==> config.mk <==
export PLATFORM = sky130hd
export DESIGN_NAME = fpga_cfg_loader
export DESIGN_NICKNAME = d
export VERILOG_FILES = /design/src/rtl/fpga_cfg_loader.sv
export SDC_FILE = /design/constraint.sdc
export NUM_CORES = 1
export LEC_CHECK = 0
export BUFFER_PORTS_ARGS = -buffer_cell sky130_fd_sc_hd__clkbuf_2
export CAP_MARGIN = 20
export CORE_AREA = 2 2 321 323
export DETAILED_ROUTE_END_ITERATION = 10
export DIE_AREA = 0 0 323 325
export MAX_ROUTING_LAYER = met4
export SLEW_MARGIN = 0
export SYNTH_ARGS = -nofsm -noshare
export SYNTH_HDL_FRONTEND = slang
export SYNTH_SLANG_ARGS = --single-unit
==> constraint.sdc <==
create_clock -name clock -period 2.95 [get_ports clock]
set_clock_uncertainty 0.1 [all_clocks]
set_input_delay 0.1475 -clock clock [delete_from_list [all_inputs] [get_ports clock]]
set_output_delay 0.1475 -clock clock [all_outputs]
set_load 0.03 [all_outputs]
==> src/rtl/fpga_cfg_loader.sv <==
// fpga_cfg_loader: streams configuration frames into the fpga fabric, then
// sequences ff_en and rdy after two settle intervals.
// Optional feature macro: CFG_LOADER_CHECKSUM_EN -- the load expects one extra
// word holding the XOR of all data words. A mismatch sets a sticky err and
// returns to IDLE without enabling the fabric.
module fpga_cfg_loader #(
    parameter int CFG_W      = 320,
    parameter int NUM_FRAMES = 172,
    parameter int SETTLE_CYC = 10
) (
    input  logic                              clock,
    input  logic                              rst,
    input  logic                              start,
    input  logic [CFG_W-1:0]                  cfg_data,
    input  logic                              cfg_valid,
    output logic                              cfg_ready,
    output logic [CFG_W-1:0]                  configs_in,
    output logic [NUM_FRAMES-1:0]             configs_en,
    output logic                              ff_en,
    output logic                              rdy,
    output logic                              busy,
    output logic                              err,
    output logic [$clog2(NUM_FRAMES+1)-1:0]   frame_cnt
);

    localparam int FCW = $clog2(NUM_FRAMES + 1);
    localparam int SCW = $clog2(SETTLE_CYC + 1);

    localparam logic [SCW-1:0] SETTLE_LAST = SCW'(SETTLE_CYC);

    typedef enum logic [2:0] {
        IDLE,
        LOAD,
        SETTLE,
        ARM,
        READY
    } state_t;

    state_t         state_q;
    state_t         state_d;
    logic [SCW-1:0] settle_cnt;
    logic           accept;
    logic           do_start;
    logic           do_write;
    logic           go_arm;
    logic           go_ready;
    logic           csum_bad;

    assign accept = cfg_valid & cfg_ready;

`ifdef CFG_LOADER_CHECKSUM_EN
    logic [CFG_W-1:0] csum_q;
    logic             csum_phase;

    // All data frames written; the next accepted word is the checksum.
    assign csum_phase = (frame_cnt == FCW'(NUM_FRAMES));
`else
    logic             frame_last;

    assign frame_last = (frame_cnt == FCW'(NUM_FRAMES - 1));
`endif

    // State register.
    always_ff @(posedge clock or negedge rst) begin
        if (!rst) begin
            state_q <= IDLE;
        end else begin
            state_q <= state_d;
        end
    end

    // Next-state logic, combinational handshake outputs and datapath strobes.
    always_comb begin
        state_d   = state_q;
        cfg_ready = 1'b0;
        busy      = 1'b0;
        do_start  = 1'b0;
        do_write  = 1'b0;
        go_arm    = 1'b0;
        go_ready  = 1'b0;
        csum_bad  = 1'b0;
        case (state_q)
            IDLE: begin
                if (start) begin
                    state_d  = LOAD;
                    do_start = 1'b1;
                end
            end
            LOAD: begin
                busy      = 1'b1;
                cfg_ready = 1'b1;
                if (accept) begin
`ifdef CFG_LOADER_CHECKSUM_EN
                    if (csum_phase) begin
                        if (cfg_data == csum_q) begin
                            state_d = SETTLE;
                        end else begin
                            state_d  = IDLE;
                            csum_bad = 1'b1;
                        end
                    end else begin
                        do_write = 1'b1;
                    end
`else
                    do_write = 1'b1;
                    if (frame_last) begin
                        state_d = SETTLE;
                    end
`endif
                end
            end
            SETTLE: begin
                busy = 1'b1;
                if (settle_cnt == SETTLE_LAST) begin
                    state_d = ARM;
                    go_arm  = 1'b1;
                end
            end
            ARM: begin
                busy = 1'b1;
                if (settle_cnt == SETTLE_LAST) begin
                    state_d  = READY;
                    go_ready = 1'b1;
                end
            end
            READY: begin
                if (start) begin
                    state_d  = LOAD;
                    do_start = 1'b1;
                end
            end
            default: begin
                state_d = IDLE;
            end
        endcase
    end

    // Settle/arm interval counter, restarted on every state change.
    // The checksum word occupies the cycle after the last strobe, so SETTLE
    // starts one count ahead to keep ff_en timed from the final strobe.
    always_ff @(posedge clock or negedge rst) begin
        if (!rst) begin
            settle_cnt <= '0;
        end else if (state_d != state_q) begin
`ifdef CFG_LOADER_CHECKSUM_EN
            settle_cnt <= (state_d == SETTLE) ? SCW'(1) : '0;
`else
            settle_cnt <= '0;
`endif
        end else if (state_q == SETTLE || state_q == ARM) begin
            settle_cnt <= settle_cnt + SCW'(1);
        end
    end

    // Frame write datapath: one-hot strobe one cycle after acceptance.
    always_ff @(posedge clock or negedge rst) begin
        if (!rst) begin
            configs_in <= '0;
            configs_en <= '0;
            frame_cnt  <= '0;
            ff_en      <= 1'b0;
            rdy        <= 1'b0;
        end else begin
            configs_en <= '0;
            if (do_start) begin
                frame_cnt <= '0;
                ff_en     <= 1'b0;
                rdy       <= 1'b0;
            end
            if (do_write) begin
                configs_in <= cfg_data;
                configs_en <= NUM_FRAMES'(1) << frame_cnt;
                frame_cnt  <= frame_cnt + FCW'(1);
            end
            if (go_arm) begin
                ff_en <= 1'b1;
            end
            if (go_ready) begin
                rdy <= 1'b1;
            end
        end
    end

`ifdef CFG_LOADER_CHECKSUM_EN
    // Running XOR of written frames and sticky checksum error flag.
    always_ff @(posedge clock or negedge rst) begin
        if (!rst) begin
            csum_q <= '0;
            err    <= 1'b0;
        end else begin
            if (do_start) begin
                csum_q <= '0;
                err    <= 1'b0;
            end else if (do_write) begin
                csum_q <= csum_q ^ cfg_data;
            end
            if (csum_bad) begin
                err <= 1'b1;
            end
        end
    end
`else
    assign err = 1'b0;
`endif

endmodule

Yosys cells after proc, flatten, opt, wreduce, memory -nomap -nowiden. Cells that the tools add are included.

Shift operators: 1. Muxes and demuxes: 23. Bitwise logic cells: 1. Reduce and logical (&&, ||, !) cells: 8. Equality and inequality tests: 7. $add $sub $neg: 2.

Operators by type and width (number): 172-bit 2-to-1 mux (1); 1-bit by 8-bit << shifter with 172-bit output, first input constant (1); 8-bit 2-to-1 mux (2); 3-bit 2-to-1 mux (5); 1-bit 2-to-1 mux (12); 3-bit one-hot mux with 4 select lines (1); 8-bit by 1-bit adder with 8-bit output, second input constant (1); 8-bit equality test, second input constant (1); 4-bit 2-to-1 mux (2); 2-bit nonzero test (4); 3-bit by 2-bit equality test with 1-bit output, second input constant (2); 4-bit by 1-bit adder with 4-bit output, second input constant (1); 4-bit equality test, second input constant (1); 3-bit by 1-bit equality test with 1-bit output, second input constant (1); 3-bit equality test, second input constant (1); 3-bit zero test (1); 3-bit != test (1); 3-bit OR reduction (1); 2-bit OR reduction (1); 1-bit AND (1); 1-bit logical OR (1).

Register bits after elaboration: 509. Input bits: 324. Word-level logic and storage cells: 49.

Depth between registers and ports, before layout.
Depth after elaboration: 7. Mapped depth: 7. Gate-level depth less buffers: 6.

Worst setup path before layout. Ideal clock, no wire load.

Kind: register -> register. Start point: register frame_cnt[3]. End point: register settle_cnt[0]. Setup slack: 1.230 ns. Cell stages (with the launch flop): 7. Buffers on the path: 2. Clock period less this slack: 1.720 ns. Arrival: 1.489 ns. Cells stage by stage: dfrtp_1 -> buf_2 -> and3b_1 -> clkbuf_1 -> nand4_1 -> o211ai_1 -> nor2_1.

Longest elaborated chain between the ends: 6. Elaborated cells between the ends (all ways): 7. Classes of those cells: eq/ne (2); mux (4); reduce/logical (1).

RTL lines: start: declaration (line 23) `output logic [$clog2(NUM_FRAMES+1)-1:0] frame_cnt`; start signal: assignment (line 173) `frame_cnt <= frame_cnt + FCW'(1);`; 8-bit equality test * (line 60) `assign frame_last = (frame_cnt == FCW'(NUM_FRAMES - 1));`; 3-bit 2-to-1 mux * (line 106) `if (frame_last) begin`; 3-bit 2-to-1 mux * (line 92) `if (accept) begin`; 3-bit one-hot mux with 4 select lines * (line 82) `case (state_q)`; 3-bit != test * (line 144) `end else if (state_d != state_q) begin`; 4-bit 2-to-1 mux / 2-bit nonzero test (equally long branches); end signal: assignment (line 151) `settle_cnt <= settle_cnt + SCW'(1);`; end: declaration (line 41) `logic [SCW-1:0] settle_cnt;`.

Mark *: on every way between the ends. The rest lies on a longest branch, timed or not. A chain may end at the register's enable or synchronous reset.

Worst setup path after layout.
Start point: register state_q[1]. End point: register configs_en[168].

Longest elaborated chain between the ends: 6.

RTL lines: start: declaration (line 39) `state_t state_q;`; start signal: assignment (line 68) `state_q <= state_d;`; 3-bit by 1-bit equality test with 1-bit output * (line 82); 1-bit 2-to-1 mux (line 82); 1-bit AND (line 49) `assign accept = cfg_valid & cfg_ready;`; 1-bit 2-to-1 mux (line 92); 1-bit 2-to-1 mux * (line 82); 172-bit 2-to-1 mux * (line 170) `if (do_write) begin`; end signal: assignment (line 172) `configs_en <= NUM_FRAMES'(1) << frame_cnt;`; end: declaration (line 18) `output logic [NUM_FRAMES-1:0] configs_en,`.

Marks and branches as above.

==> metrics.csv <==
stage,metric,value,unit
drt,DRC,0,
yosys,Post-synth EDFFs,0,
pwr,Total Power,21.29,mW
critical_path,Worst setup EP type,register,
floorplan,Die Y-Extent,325,um
cells_and_area,NumNets Final,3387,
drt,Vias/cell,3.855,
yosys,largest cells by area after synthesis,"dfrtp_1 68%, nand2_1 21%, nor2_1 3.0%, nor2_4 2.4%, buf_2 1.4%",
clock_network,root buffer cell,clkbuf_16,
global_route,initial antenna violation count,8,
floorplan,Starting Density,18.53,%
critical_path,Setup crit start kind,register,
drt,Post-DRT Antenna Nets,0,
global_route,grt met1 use,16.21,%
critical_path,CP required,3.39,ns
clock_network,Max clock buf depth,3,
global_route,vias in the first global route,17497,
timing,Max Slew Vio Count,0,
critical_path,Crit Path Max Fanout,25,
floorplan,Die ar.,105000,um2
cells_and_area,P&R area growth vs syn,59.02,%
critical_path,reg2reg path depth,4,
yosys,post-synthesis sequential area ratio,67.84,%
placement,placed wire-length estimate,50320,um
run_status,status,"complete, no violations",
placement,Final GP Congestion,0.8919,
floorplan,DIE WIDTH,323,um
yosys,synthesized area per cell,9.902,um2
yosys,Yosys cell types,40,
yosys,"FFs w/ async S/R, synth",100.0,%
timing,fin worst setup slack,0.6731,ns
yosys,Synth top cells by count,"1031 x nand2_1, 509 x dfrtp_1, 150 x nor2_1, 51 x buf_2, 40 x nor2_4",
global_route,first-pass GRT wire length,105400,um
pwr,LEAKAGE,15.99,nW
global_route,met2 usage,21.54,%
placement,Port Buffers,827,
timing,post-route clock period utilization,77.18,%
cells_and_area,Layout fillers,10500,
pwr,maximum vdd drop,0.4103,mV
clock_network,htree depth,2,
floorplan,I/O pin cnt,829,
clock_network,CTS tree,yes,
hold_path,min-delay worst type,primary input to async pin,
yosys,Syn Nets,2228,
yosys,most common cell in the netlist,nand2_1,
yosys,Post-Syn Instances,1896,
clock_network,CTS resizes,0,
yosys,dominant synthesized flop cell,dfrtp_1,
timing,Final setup violation count,0,
drt,DR WL/cell,15.94,um
flow_run,Max Cap Viol,0,
drt,vias,17239,
floorplan,std cell rows,117,
pwr,PD cells,713.1,nW/um2
cells_and_area,layout cell share with drive strength beyond 1,32.83,%
floorplan,Placeable Area,101300,um2
clock_network,Inserted Clock Buffers,57,
yosys,cell taking the most area after synthesis,dfrtp_1,
yosys,synthesized area,18770,um2
placement,dpl ws,0.6733,ns
timing,slew margin rel.,41.08,%
global_route,largest net degree at the start of global routing,109,
timing,min cycle time layout,2.277,ns
drt,DR iter-0 viols,1084,
clock_network,clock sink count,509,
timing,fmax,439.2,MHz
critical_path,CP Class,register to register,
drt,drt pass-1 iters,5,
timing,Tightest Pin Transition,0.8790,ns
clock_network,clock-pin slew on the worst setup and hold paths,0.07,ns
timing,Final Hold Vio Count,0,
global_route,Most Crowded Layer GR,met2,
global_route,M3 GR Usage,3.150,%
yosys,Synthesis Warnings,0,
global_route,GRT Resource Usage Total,13.45,%
clock_network,clk_lat worst skew,0.63,ns
global_route,total congestion overflow,0,
yosys,Yosys reg bits,509,
timing,TNS Setup,0,ns
yosys,Yosys top cell area share,67.84,%
critical_path,CP arrival,2.71,ns
timing,RSZ-0062 raised after global routing,no,
drt,final WL,71280,um
sequential cells by signal (all words and copies together) (netlist names):
name,cells
configs_in,320
configs_en,172
frame_cnt,8
settle_cnt,4
state_q,3
ff_en,1
rdy,1
metrics by stage:
step | utilization [%] | hold slack [ns] | std cells | instance area, um2
after global placement | 24.25 | 0.07997 | 4039 | 24560
after global routing | 29.47 | 0.08592 | 4470 | 29850
after floorplan | - | -0.2481 | 1896 | 18770
after detailed placement | 24.25 | 0.08555 | 4039 | 24560
after CTS | 29.46 | 0.04516 | 4466 | 29840
final | 29.47 | 0.09025 | 4472 | 29850
layout make-up:
type / count / area (um2) / share of cell area (%)
clock buffers: 77 / 1663 / 5.570
repair buffers: 1194 / 7923 / 26.54
multi-input cells: 1286 / 5436 / 18.21
flip-flops and latches: 509 / 12740 / 42.66
clock inverters: 25 / 342.8 / 1.148
well taps: 1368 / 1712 / 5.733
inverters: 7 / 26.28 / 0.08801
diodes: 6 / 15.01 / 0.05029
report_power, final:
| part | switching [mW] | internal, mW |
|---|---|---|
| Combinational | 3.80 | 1.56 |
| Clock | 3.06 | 4.50 |
| Sequential | 0.575 | 7.81 |
| Total | 7.43 | 13.9 |
critical path: stages (launching register included):
cell	delay, ns
dfrtp_1	0.48
and4bb_4	0.63
nand2_2	0.45
buf_4	0.37
nor2_1	0.15
layout by cell type (no fill, tap or decap), drive strengths merged, types with 2 or more instances in the layout:
master       synthesis  final
mux2i                2      2
clkinvlp             0      4
ha                   8      8
nor3                 4      4
a21o                 2      2
nand2             1032   1032
dfrtp              509    509
inv                  7     12
clkbuf              12    903
xnor2                3      3
o21ai                2      2
nand2b               2      2
nand3                3      3
buf                 82     44
and3                 3      3
and2                 3      3
and3b                3      3
nand4                2      2
diode                0      6
a21oi                3      3
clkinv               0     10
dlygate4sd3          0    324
xor2                 2      2
nor2b                6      6
or3                  2      2
nor3b                5      5
nor2               190    190
bufinv               0      6
worst paths after layout:
path	startpoint	slack, ns	endpoint
worst max-delay path	state_q[1]	0.67	configs_en[168]
worst min-delay path	rst	0.09	configs_in[35]
worst max register to register	state_q[1]	0.67	configs_en[168]
worst min register to register	configs_in[232]	0.37	configs_in[232]
max in group asynchronous	rst	2.13	configs_in[27]
min in group clock	cfg_data[0]	0.15	configs_in[0]
metal layers:
metal | share of wire [%] | vias up | wire length (um)
li1 | - | 8050 | -
met1 | 41 | 8329 | 29110
met2 | 48 | 726 | 34370
met3 | 7.1 | 134 | 5032
met4 | 3.9 | 0 | 2760
met5 | 0 | - | 0
kinds of logic after synthesis:
| kind of cell | share of synthesized area [%] |
|---|---|
| xor gates and xnor gates | 0.2333 |
| muxes | 0.1066 |
| AOI/OAI and AO/OA | 0.4199 |
| DFF | 67.84 |
| and+or+nand+nor | 27.60 |
| buffers and inverters | 3.246 |
| adders and majority gates | 0.5332 |
| other | 0.01997 |
what timing repair did:
| item | 4_1_cts | 5_1_grt |
|---|---|---|
| endpoints found under the hold margin | 723 | 0 |
| setup buffers | 0 | 0 |
| hold buffers | 325 | 0 |
Note: power is estimated with default switching activity, not from simulation.
